File: src/rtl/mips_core_pkg.sv
// Shared core types and widths used by the multiplier writeback path.
package mips_core_pkg;

  localparam int ROB_PTR_W   = 5;
  localparam int GPR_PTR_W   = 6;
  localparam int HILO_PTR_W  = 2;
  localparam int WB_Y_W      = 64;
  localparam int MUL_LATENCY = 3;

  // One writeback result as held in the queue and presented to the arbiter.
  typedef struct packed {
    logic [ROB_PTR_W-1:0]  rob_ptr;
    logic                  gpr_val;
    logic [GPR_PTR_W-1:0]  gpr_ptr;
    logic                  hilo_val;
    logic [HILO_PTR_W-1:0] hilo_ptr;
    logic [WB_Y_W-1:0]     y;
  } wb_entry_t;

endpackage

File: src/rtl/wb_entry_fifo.sv
// DEPTH-entry in-order storage for writeback results: head/tail/count with
// push, pop and flush. A pop and a push in the same cycle are both honoured,
// including when full. Head data reads as zero while empty.
module wb_entry_fifo
  import mips_core_pkg::*;
#(
  parameter int DEPTH = 4
) (
  input  logic                   clk,
  input  logic                   reset,
  input  logic                   flush,
  input  logic                   push,
  input  wb_entry_t              push_data,
  input  logic                   pop,
  output wb_entry_t              head_data,
  output logic [$clog2(DEPTH):0] count,
  output logic                   empty,
  output logic                   full
);

  localparam int PW = $clog2(DEPTH);

  logic [PW-1:0] head;
  logic [PW-1:0] tail;
  wb_entry_t     mem [DEPTH];
  logic          do_push;
  logic          do_pop;

  assign empty   = (count == '0);
  assign full    = (count == (PW+1)'(DEPTH));
  assign do_pop  = pop && !empty;
  assign do_push = push && (!full || do_pop);

  // Pointer and occupancy tracking; flush empties the queue in one edge.
  always_ff @(posedge clk or negedge reset) begin
    if (!reset) begin
      head  <= '0;
      tail  <= '0;
      count <= '0;
    end else if (flush) begin
      head  <= '0;
      tail  <= '0;
      count <= '0;
    end else begin
      if (do_push) tail <= tail + 1'b1;
      if (do_pop)  head <= head + 1'b1;
      if (do_push && !do_pop)      count <= count + 1'b1;
      else if (do_pop && !do_push) count <= count - 1'b1;
    end
  end

  // Entry storage; contents are only observable through the valid head.
  always_ff @(posedge clk) begin
    if (do_push && !flush) mem[tail] <= push_data;
  end

  // Present the head entry, zeroed while empty so idle outputs read 0.
  always_comb begin
    head_data = '0;
    if (!empty) head_data = mem[head];
  end

endmodule

File: src/rtl/mul_wb_queue.sv
// Writeback holding queue behind the fixed-latency multiplier. Captures every
// unkilled completion, drains in order to the writeback arbiter, issues
// credit so captures are never lost, and discards work on ROB flush.
// Optional feature macro: MUL_WB_BYPASS_EN (same-cycle bypass when empty).
module mul_wb_queue
  import mips_core_pkg::*;
#(
  parameter int DEPTH   = 4,
  parameter int MUL_LAT = MUL_LATENCY
) (
  input  logic                  clk,
  input  logic                  reset,
  input  logic                  flush,
  input  logic                  mul_go,
  output logic                  mul_can_issue,
  input  logic                  in_complete,
  input  logic [ROB_PTR_W-1:0]  in_rob_ptr,
  input  logic                  in_gpr_val,
  input  logic [GPR_PTR_W-1:0]  in_gpr_ptr,
  input  logic                  in_hilo_val,
  input  logic [HILO_PTR_W-1:0] in_hilo_ptr,
  input  logic [WB_Y_W-1:0]     in_y,
  output logic                  wb_valid,
  input  logic                  wb_ready,
  output logic [ROB_PTR_W-1:0]  wb_rob_ptr,
  output logic                  wb_gpr_val,
  output logic [GPR_PTR_W-1:0]  wb_gpr_ptr,
  output logic                  wb_hilo_val,
  output logic [HILO_PTR_W-1:0] wb_hilo_ptr,
  output logic [WB_Y_W-1:0]     wb_y,
  output logic                  overflow
);

  localparam int CNT_W = $clog2(DEPTH) + 1;
  localparam int IF_W  = $clog2(MUL_LAT + 1);
  localparam int SUM_W = $clog2(DEPTH + MUL_LAT + 1) + 1;

  logic [MUL_LAT-1:0] go_sr;
  logic [MUL_LAT-1:0] kill_sr;
  logic [IF_W-1:0]    inflight;
  logic               capture;
  wb_entry_t          in_entry;
  wb_entry_t          head_data;
  wb_entry_t          wb_data;
  logic [CNT_W-1:0]   count;
  logic               fifo_empty;
  logic               fifo_full;
  logic               fifo_push;
  logic               fifo_pop;

  assign in_entry = '{rob_ptr: in_rob_ptr, gpr_val: in_gpr_val, gpr_ptr: in_gpr_ptr,
                      hilo_val: in_hilo_val, hilo_ptr: in_hilo_ptr, y: in_y};

  // Slot MUL_LAT-1 of the trackers is the op completing this cycle.
  assign capture = in_complete && !kill_sr[MUL_LAT-1] && !flush;

  // In-flight tracker: one bit per issue cycle; on flush every live slot,
  // including this cycle's go, is tagged killed and ages out with its op.
  always_ff @(posedge clk or negedge reset) begin
    if (!reset) begin
      go_sr   <= '0;
      kill_sr <= '0;
    end else begin
      go_sr <= MUL_LAT'({go_sr, mul_go});
      if (flush) kill_sr <= MUL_LAT'({go_sr, mul_go});
      else       kill_sr <= MUL_LAT'({kill_sr, 1'b0});
    end
  end

  // Count outstanding ops, killed ones included, so credit frees only as they drain.
  always_comb begin
    inflight = '0;
    for (int unsigned i = 0; i < MUL_LAT; i++) begin
      inflight = inflight + IF_W'(go_sr[i]);
    end
  end

  // Credit uses registered occupancy; a pop this cycle returns credit next cycle.
  assign mul_can_issue = (SUM_W'(count) + SUM_W'(inflight)) < SUM_W'(DEPTH);

`ifdef MUL_WB_BYPASS_EN
  // Empty queue forwards an unkilled result straight through; it is only
  // stored if the arbiter does not take it this cycle.
  always_comb begin
    wb_valid  = !fifo_empty || capture;
    wb_data   = fifo_empty ? in_entry : head_data;
    fifo_pop  = !fifo_empty && wb_ready;
    fifo_push = capture && !(fifo_empty && wb_ready);
  end
`else
  // Registered-only path: results appear the cycle after capture.
  always_comb begin
    wb_valid  = !fifo_empty;
    wb_data   = head_data;
    fifo_pop  = !fifo_empty && wb_ready;
    fifo_push = capture;
  end
`endif

  // Fan the presented entry out to the writeback port fields.
  always_comb begin
    wb_rob_ptr  = wb_data.rob_ptr;
    wb_gpr_val  = wb_data.gpr_val;
    wb_gpr_ptr  = wb_data.gpr_ptr;
    wb_hilo_val = wb_data.hilo_val;
    wb_hilo_ptr = wb_data.hilo_ptr;
    wb_y        = wb_data.y;
  end

  // Sticky record of a capture arriving with no room (issue credit broken).
  always_ff @(posedge clk or negedge reset) begin
    if (!reset) begin
      overflow <= 1'b0;
    end else if (fifo_push && fifo_full && !fifo_pop) begin
      overflow <= 1'b1;
    end
  end

  wb_entry_fifo #(
    .DEPTH (DEPTH)
  ) u_fifo (
    .clk       (clk),
    .reset     (reset),
    .flush     (flush),
    .push      (fifo_push),
    .push_data (in_entry),
    .pop       (fifo_pop),
    .head_data (head_data),
    .count     (count),
    .empty     (fifo_empty),
    .full      (fifo_full)
  );

endmodule

File: config.mk
export PLATFORM = sky130hd
export DESIGN_NAME = mul_wb_queue
export DESIGN_NICKNAME = d
export VERILOG_FILES = /design/src/rtl/mips_core_pkg.sv /design/src/rtl/wb_entry_fifo.sv /design/src/rtl/mul_wb_queue.sv
export SDC_FILE = /design/constraint.sdc
export NUM_CORES = 1
export LEC_CHECK = 0
export ABC_CLOCK_PERIOD_IN_PS = 4350
export CAP_MARGIN = 20
export CELL_PAD_IN_SITES_DETAIL_PLACEMENT = 1
export CELL_PAD_IN_SITES_GLOBAL_PLACEMENT = 1
export CORE_UTILIZATION = 44
export DETAILED_ROUTE_END_ITERATION = 16
export GPL_TIMING_DRIVEN = 0
export PLACE_DENSITY_LB_ADDON = 0.1
export SYNTH_ARGS = -nofsm -noshare
export SYNTH_HDL_FRONTEND = slang
export SYNTH_SLANG_ARGS = --single-unit
export TNS_END_PERCENT = 50
File: constraint.sdc
create_clock -name clk -period 4.35 [get_ports clk]
set_input_delay 0.87 -clock clk [delete_from_list [all_inputs] [get_ports clk]]
set_output_delay 0.87 -clock clk [all_outputs]
set_load 0.03 [all_outputs]
# After elaboration in Yosys (flattened, before gate mapping)
# Memories as Yosys holds them, arrays and structs flattened.
# Index checks and enable logic that the tools add are counted.
[totals]
regBits = 14
ram_bits = 316
inputBits = 85
elab_cells = 49
n_memories = 1
[classes]
n_addsub = 7
order_cmp = 1
eq_ne = 1
muxes = 11
n_reduce_logical = 22
[memory_table]
columns = ["name", "depth", "word_bits", "read_ports", "rd_ports_with_merged_regs", "write_ports", "line", "source"]
rows = [
  ["u_fifo.mem", 4, 79, 1, 0, 1, "wb_entry_fifo.sv:25", "wb_entry_t mem [DEPTH];"],
]
[op_table]
columns = ["op", "n"]
rows = [
  ["$mux 79", 1],
  ["$mux 3", 4],
  ["$logic_and 1x1->1", 10],
  ["$mux 2", 4],
  ["$logic_not 1->1", 7],
  ["$add 2x1->2 const B", 2],
  ["$add 3x2->4", 1],
  ["$lt 4x3->1 const B", 1],
  ["$reduce_bool 2->1", 2],
  ["$add 3x1->3 const B", 1],
  ["$eq 3x3->1 const B", 1],
  ["$logic_not 3->1", 1],
  ["$reduce_bool 3->1", 1],
  ["$sub 3x1->3 const B", 1],
  ["$add 1x1->2", 1],
  ["$add 2x1->2", 1],
  ["$mux 1", 2],
  ["$logic_or 1x1->1", 1],
]

# Longest topological paths before layout
# Gate-level depths: netlist of the first run.
[logic_depth]
depth_word = 11
depth_mapped = 8

# By module
# Synthesis of the first run repeated with hierarchy kept, for this count alone.
[hier_totals]
cells_unflattened = 586
hier_area_um2 = 12784.8
[modules_own_cells]
columns = ["mod", "instances", "cells_per_inst", "area_per_inst_um2"]
rows = [
  ["wb_entry_fifo", 1, 563, 12484.5],
  ["mul_wb_queue", 1, 23, 300.3],
]

# Worst setup path after synthesis of the first run
# OpenSTA, ideal clock, no wires.
[synth_timing]
kind = "input to register"
start = "input port in_complete"
end = "memory u_fifo.mem[1][0] in the netlist's numbering, enable pin"
setup_time_ps = 446
arrival_time_ps = 3232
required_time_ps = 3904
slack_ps = 672
stages = 4
n_path_buf = 1
path_cell_list = "nand2b_1 -> clkbuf_1 -> nor3_1 -> and2_1"
[synth_via]
elab_chain_cells = 6
[synth_lines]
columns = ["element", "line", "source"]
rows = [
  ["start, declared", "mul_wb_queue.sv:16", "input logic in_complete,"],
  ["$logic_and 1x1->1 (2 in series)", "mul_wb_queue.sv:55", "assign capture = in_complete && !kill_sr[MUL_LAT-1] && !flush;"],
  ["$logic_and 1x1->1", "wb_entry_fifo.sv:32", "assign do_push = push && (!full || do_pop);"],
  ["$logic_and 1x1->1", "wb_entry_fifo.sv:54", "if (do_push && !flush) mem[tail] <= push_data;"],
  ["$mux 1", "wb_entry_fifo.sv:54", ""],
  ["$mux 1 (not written as such)", "wb_entry_fifo.sv:54", ""],
  ["end, declared", "wb_entry_fifo.sv:25", ""],
]
# No other way between the ends.

# Final worst setup path of the first run
[layout_timing]
start = "register u_fifo.head[1]"
end = "output port wb_gpr_ptr[2]"
[layout_via]
elab_chain_cells = 2
[layout_lines]
columns = ["element", "line", "source"]
rows = [
  ["start, declared", "wb_entry_fifo.sv:23", "logic [PW-1:0] head;"],
  ["start signal, assigned", "wb_entry_fifo.sv:46", "if (do_pop) head <= head + 1'b1;"],
  ["$mem_v2 4x79", "n/a", ""],
  ["$mux 79", "wb_entry_fifo.sv:60", "if (!empty) head_data = mem[head];"],
  ["end, declared", "mul_wb_queue.sv:27", "output logic [GPR_PTR_W-1:0] wb_gpr_ptr,"],
]
# No other way between the ends.

==> results of run 1 <==
metrics by stage:
step,util [%],setup TNS [ns]
finish,56.70,0
detailed placement,52.67,0
CTS,56.69,0
global route,56.69,0
floorplan,-,0
global placement,52.25,-506.04
state kept, by name (all words and copies together), names as in the netlist:
| name | cells |
|---|---|
| go_sr | 3 |
| kill_sr | 3 |
| overflow | 1 |
| u_fifo.count | 3 |
| u_fifo.head | 2 |
| u_fifo.mem | 316 |
| u_fifo.tail | 2 |
how the worst max path moves through the flow:
| stage | to | slack (ns) | cells after the start |
|---|---|---|---|
| global route | wb_y[49] | 0.48 | 5 |
| global placement | u_fifo.mem[0][13] | -1.62 | 5 |
| finish | wb_gpr_ptr[2] | 0.65 | 5 |
| CTS | wb_gpr_ptr[2] | 0.51 | 5 |
| floorplan | u_fifo.mem[1][0] | 0.67 | 4 |
| detailed placement | u_fifo.mem[3][13] | 0.89 | 6 |
routing by layer:
layer	GRT usage (%)	part of all wire, %
met1	23.56	42
met3	3.870	4.9
met4	4.499	1.6
met2	31.23	51
met5	0	0
layout by cell type (no fill, tap or decap), types with 2 or more instances in the layout:
| cell | instances |
|---|---|
| clkbuf_16 | 37 |
| edfxtp_1 | 316 |
| a21oi_1 | 2 |
| xor2_1 | 2 |
| bufinv_16 | 4 |
| clkinv_2 | 7 |
| clkinv_1 | 8 |
| nand3_1 | 3 |
| mux4_2 | 78 |
| clkbuf_1 | 18 |
| nand3b_1 | 2 |
| nand2_1 | 2 |
| clkdlybuf4s50_1 | 166 |
| fa_1 | 2 |
| nor2_1 | 11 |
| dfrtp_1 | 14 |
| buf_2 | 11 |
| mux2_2 | 2 |
| buf_12 | 8 |
| and2_1 | 82 |
| xnor2_1 | 3 |
| o31ai_1 | 2 |
| inv_1 | 7 |
| and2_4 | 4 |
| buf_6 | 2 |
| o21ai_0 | 3 |
| buf_16 | 4 |
| nor3_1 | 2 |
| ha_1 | 5 |
power breakdown:
part / internal [uW] / switching (uW)
Clock: 1800 / 1150
Combinational: 1270 / 1480
Sequential: 3570 / 28.4
Total: 6640 / 2650
critical path, delay by kind of cell, from the launching register on:
kind | cells | cell delay (ns)
buf+inv | 3 | 1.46
flops | 1 | 0.32
simple gates | 1 | 0.18
mux | 1 | 0.37
final cells by class:
cell class / instances / share of cell area [%]
Inverter: 7 / 0.1615
Buffer: 33 / 1.738
Multi-Input combinational cell: 217 / 16.69
Tap cell: 384 / 2.952
Clock inverter: 20 / 1.184
Clock buffer: 44 / 5.912
Sequential cell: 330 / 60.46
Antenna cell: 1 / 0.01538
Timing Repair Buffer: 170 / 10.89
logic make-up (layout without fill, tap and decap cells):
group                    Yosys count  after routing  synth area share (%)
AO/OA/AOI/OAI                     12             12                0.5840
multiplexers                      82             82                 14.12
other                              0              1                     0
buffers and inverters             40            274                 2.404
AND/OR/NAND/NOR                  111            111                 5.207
XOR/XNOR                           5              5                0.3407
flip-flops                       330            330                 76.54
adder cells (fa/ha/maj)            7              7                0.7981
==> impl_metrics.toml, run 1 <==
[run_status]
status = "finished, final reports clean"

[floorplanning]
io_pins = 167
core-area_um2 = 28700
die_area_um2 = 29900
die_w_um = 172.9
die_y_um = 172.9
row_count = 62
start_util_pct = 44.79

[setup_path]
critPathSlowestCell = "clkdlybuf4s50_1"
rrSetupSlack_ns = 1.83
startpoint = "u_fifo.head[1]"
crit_required_ns = 3.48
arrival_ns = 2.83
end_kind = "primary output"
reg2reg_depth = 5
crit_fanout = 10
path_class = "flip-flop to primary output"
cp-start-kind = "flip-flop"
r2r_end = "u_fifo.mem[3][14]"
crit_chain = "clkbuf_1 -> buf_2 -> mux4_2 -> and2_1 -> clkdlybuf4s50_1"
max_stage_delay_ns = 0.59
timing.rr.start = "u_fifo.count[2]"

[sta]
hold_viol = 0
fmax_mhz = 270.6
fin_skew_ns = 0.01516
fin_crit_sh_pct = 84.94
fin_ws_ns = 0.6549
maxSlewHeadroom_pct = 52.77
setup_viol = 0
slew_viol_final = 0
whs_ns = 0.3970
max_slew.worst_pin.slew_ns = 0.7062
final.min_clock_period_ns = 3.695
grt_setup_unrepaired = "no"

[logic_synthesis]
ys.flop_type = "edfxtp_1"
synth_area_leader_cell = "edfxtp_1"
synth_top_area_share_pct = 73.82
synth.yosys.warnings = 0
netlist_area_um2 = 12850
synthCells = 587
synth-edff-count = 316
synth_seq_cells = 330
async_reset_ff_share_pct = 4.242
synth_common_cells = "316 x edfxtp_1, 86 x and2_1, 78 x mux4_2"
synth_nets = 679
synth.most_common_cell = "edfxtp_1"
syn_area_per_cell_um2 = 21.90
synth_area_leaders = "edfxtp_1 74%, mux4_2 14%, and2_1 4.2%, dfrtp_1 2.7%, buf_12 1.2%"
synth_cell_types = 34
ys_seq_area_share_pct = 76.54

[routing]
drtIter0Drc = 312
wl_mm = 26.17
routedWlPerCell_um = 21.70
drc_errors = 0
vias = 6245
drt.antenna.violating_nets = 0
viasPerCell = 5.178
dr.pass1.iters = 5

[finish]
nFillCells = 2517
stdcell_count = 1206
multi_input_area_um2 = 2716
final_area_um2 = 16270
nets = 887
seqCellArea_um2 = 9839
syn_to_final_growth_pct = 26.60
drive_gt1_share_pct = 19.49

[placement]
dpl.hpwl_mm = 15.96
dp_cells = 1141
pre_cts_ws_ns = 0.8880
placed_area_um2 = 15120
place_congestion = 0.7216
portBuffers = 166

[clock_tree]
holdBufCountCts = 0
postCtsSetupBuffers = 0
clock_path_buffers = 3
cts_root_buf = "clkbuf_16"
cts.sinks = 330
cts_tree = "yes"
cts_buffers = 36
cts.clk_slew.worst_paths_ns = 0.06
cts_resized = 0
clkLatencyLatePin_ns = 0.50
cts-htree-levels = 2

[run]
max-cap-violations = 0

[global_routing]
grt_util_all_layers_pct = 18.13
grt_pass1_vias = 7076
grt_max_degree = 43
grt_pass1_wl_mm = 40.86
overflow = 0
antenna_found_initial = 1

[pwr]
peakVddDrop_v = 0.0003557
total_power_uw = 9294
p_leak_uw = 0.005256
power.density_nw_per_um2 = 571.1

[worst_hold_path]
holdPathStages = 0
min_from = "go_sr[1]"
hold_path.class = "flip-flop to flip-flop"
whs_endpoint = "go_sr[2]"
No activity file was read; power rests on OpenSTA's default activity.
==> inputs of run 2 (changes only) <==
- ABC_CLOCK_PERIOD_IN_PS: 4350 -> 3330
- CORE_UTILIZATION: 44 -> 43
- clock period: 4.35 -> 3.33 ns (I/O delays scaled with it)
==> run 2 against run 1 <==
Compared with the run above: final area fell by 0.99%; power rose by 26%; hold slack improved by 0.0013 ns; sequential power rose by 31%; critical endpoint is now wb_valid.
==> impl_metrics.toml, run 2 (synthesized netlist as in run 1, its figures left out) <==
[run_status]
status = "finished, final reports clean"

[setup_path]
reg2reg_depth = 5
max_stage_delay_ns = 0.63
crit_chain = "buf_6 -> or3_1 -> buf_2 -> clkbuf_2 -> clkdlybuf4s50_1"
crit_fanout = 10
rrSetupSlack_ns = 0.73
crit_required_ns = 2.66
cp-start-kind = "flip-flop"
timing.rr.start = "kill_sr[2]"
end_kind = "primary output"
arrival_ns = 2.49
r2r_end = "u_fifo.mem[2][13]"
path_class = "flip-flop to primary output"
cp.buffers_inverters = 4
critPathSlowestCell = "clkdlybuf4s50_1"
critPathTopFamily = "buffers and inverters"

[placement]
dp_cells = 1141
placed_area_um2 = 15120
dpl.hpwl_mm = 16.60
pre_cts_ws_ns = -0.02234
place_congestion = 0.7465
portBuffers = 166

[clock_tree]
cts.sinks = 330
cts-htree-levels = 2
cts_tree = "yes"
cts.clk_slew.worst_paths_ns = 0.06
holdBufCountCts = 0
postCtsSetupBuffers = 0
clkLatencyLatePin_ns = 0.50
clock_path_buffers = 3
cts_buffers = 36
cts_root_buf = "clkbuf_16"
cts_resized = 85

[routing]
drc_errors = 0
dr.pass1.iters = 4
routedWlPerCell_um = 22.60
vias = 6267
wl_mm = 27.16
drtIter0Drc = 331
drt.antenna.violating_nets = 0
viasPerCell = 5.214

[global_routing]
met3_usage_pct = 3.786
grt.met2_usage_pct = 32.52
overflow = 0
grt_max_degree = 44
use_met1_pct = 22.56
grt_util_all_layers_pct = 18.25
antenna_found_initial = 1
grt_pass1_vias = 7103
grt-busiest-layer = "met2"
grt_pass1_wl_mm = 41.25

[finish]
final_common_cell = "edfxtp_1"
nets = 886
final_cell_mix = "316 x edfxtp_1, 86 x clkdlybuf4s50_1, 82 x and2_1, 78 x mux4_2, 76 x dlygate4sd2_1"
syn_to_final_growth_pct = 25.35
final_area_um2 = 16110
top_register = "u_fifo.mem"
drive_gt1_share_pct = 20.29
largest_register_ffs = 316
diodes = 0
stdcell_count = 1202

[worst_hold_path]
holdPathStages = 0
hold_path.class = "flip-flop to flip-flop"
whs_endpoint = "go_sr[2]"
min_from = "go_sr[1]"

[floorplanning]
die_w_um = 174.9
die_y_um = 174.9
row_count = 62
io_pins = 167
core-area_um2 = 29090
die_area_um2 = 30590
start_util_pct = 44.19

[sta]
grt_setup_unrepaired = "no"
fmax_mhz = 316.9
max_slew.worst_pin.slew_ns = 0.7069
maxSlewHeadroom_pct = 52.72
slew_viol_final = 0
setup_viol = 0
hold_viol = 0
fin_skew_ns = 0.007942
fin_ws_ns = 0.1747
fin_crit_sh_pct = 94.75
final.min_clock_period_ns = 3.155
tns_ns = 0

[pwr]
peakVddDrop_v = 0.0004131
power.density_nw_per_um2 = 725.0
p_leak_uw = 0.005566

[run]
max-cap-violations = 0
run 2: cell types whose count changed in the layout (fill, tap and decap cells not counted), moves of 3 or more:
cell             change
dlymetal6s2s_1       +4
clkbuf_2             +8
clkbuf_1             -6
dlygate4sd2_1       +76
bufinv_16            -3
clkdlybuf4s50_1     -80
run 2: how the worst max path moves through the flow:
| stage | from | end | slack, ns | depth (start not counted) |
|---|---|---|---|---|
| 6_report | u_fifo.count[1] | wb_valid | 0.17 | 5 |
| 5_1_grt | u_fifo.count[2] | wb_valid | 0.05 | 5 |
| 4_1_cts | u_fifo.count[1] | wb_y[26] | 0.002 | 6 |
| 3_5_place_dp | in_complete | u_fifo.mem[2][13] | -0.02 | 6 |
| 3_3_place_gp | in_complete | u_fifo.mem[0][13] | -2.44 | 5 |
| 2_1_floorplan | in_complete | u_fifo.mem[2][0] | -0.14 | 4 |
run 2: through the flow:
stage               hold slack [ns]  total power (uW)  util (%)
CTS                          0.4003             11870     55.35
floorplan                    0.3687              7047         -
detailed placement           0.3873              8455     51.97
finish                       0.3983             11680     55.39
global route                 0.4121             12150     55.39
global placement             0.3768              8402     51.56
run 2: area by class of cell:
cell class              instances  area, um^2
fillers                      2588       12980
flip-flops and latches        330        9841
multi-input cells             217        2716
repair buffers                170        1687
clock buffers                  47       973.4
well taps                     384       480.5
plain buffers                  32       289.0
clock inverters                15       100.1
inverters                       7       26.28
run 2: where the power goes:
group / internal, uW / total, uW / switching, uW
clock: 2130 / 3640 / 1510
sequential: 4670 / 4710 / 44.1
combinational: 1390 / 3330 / 1930
run 2: routing by layer:
metal	vias up	share of wire [%]	routed length, um
met3	47	5.2	1425
met4	0	2.0	535
li1	2775	-	-
met1	3273	40	11000
met5	-	0	0
met2	172	52	14210
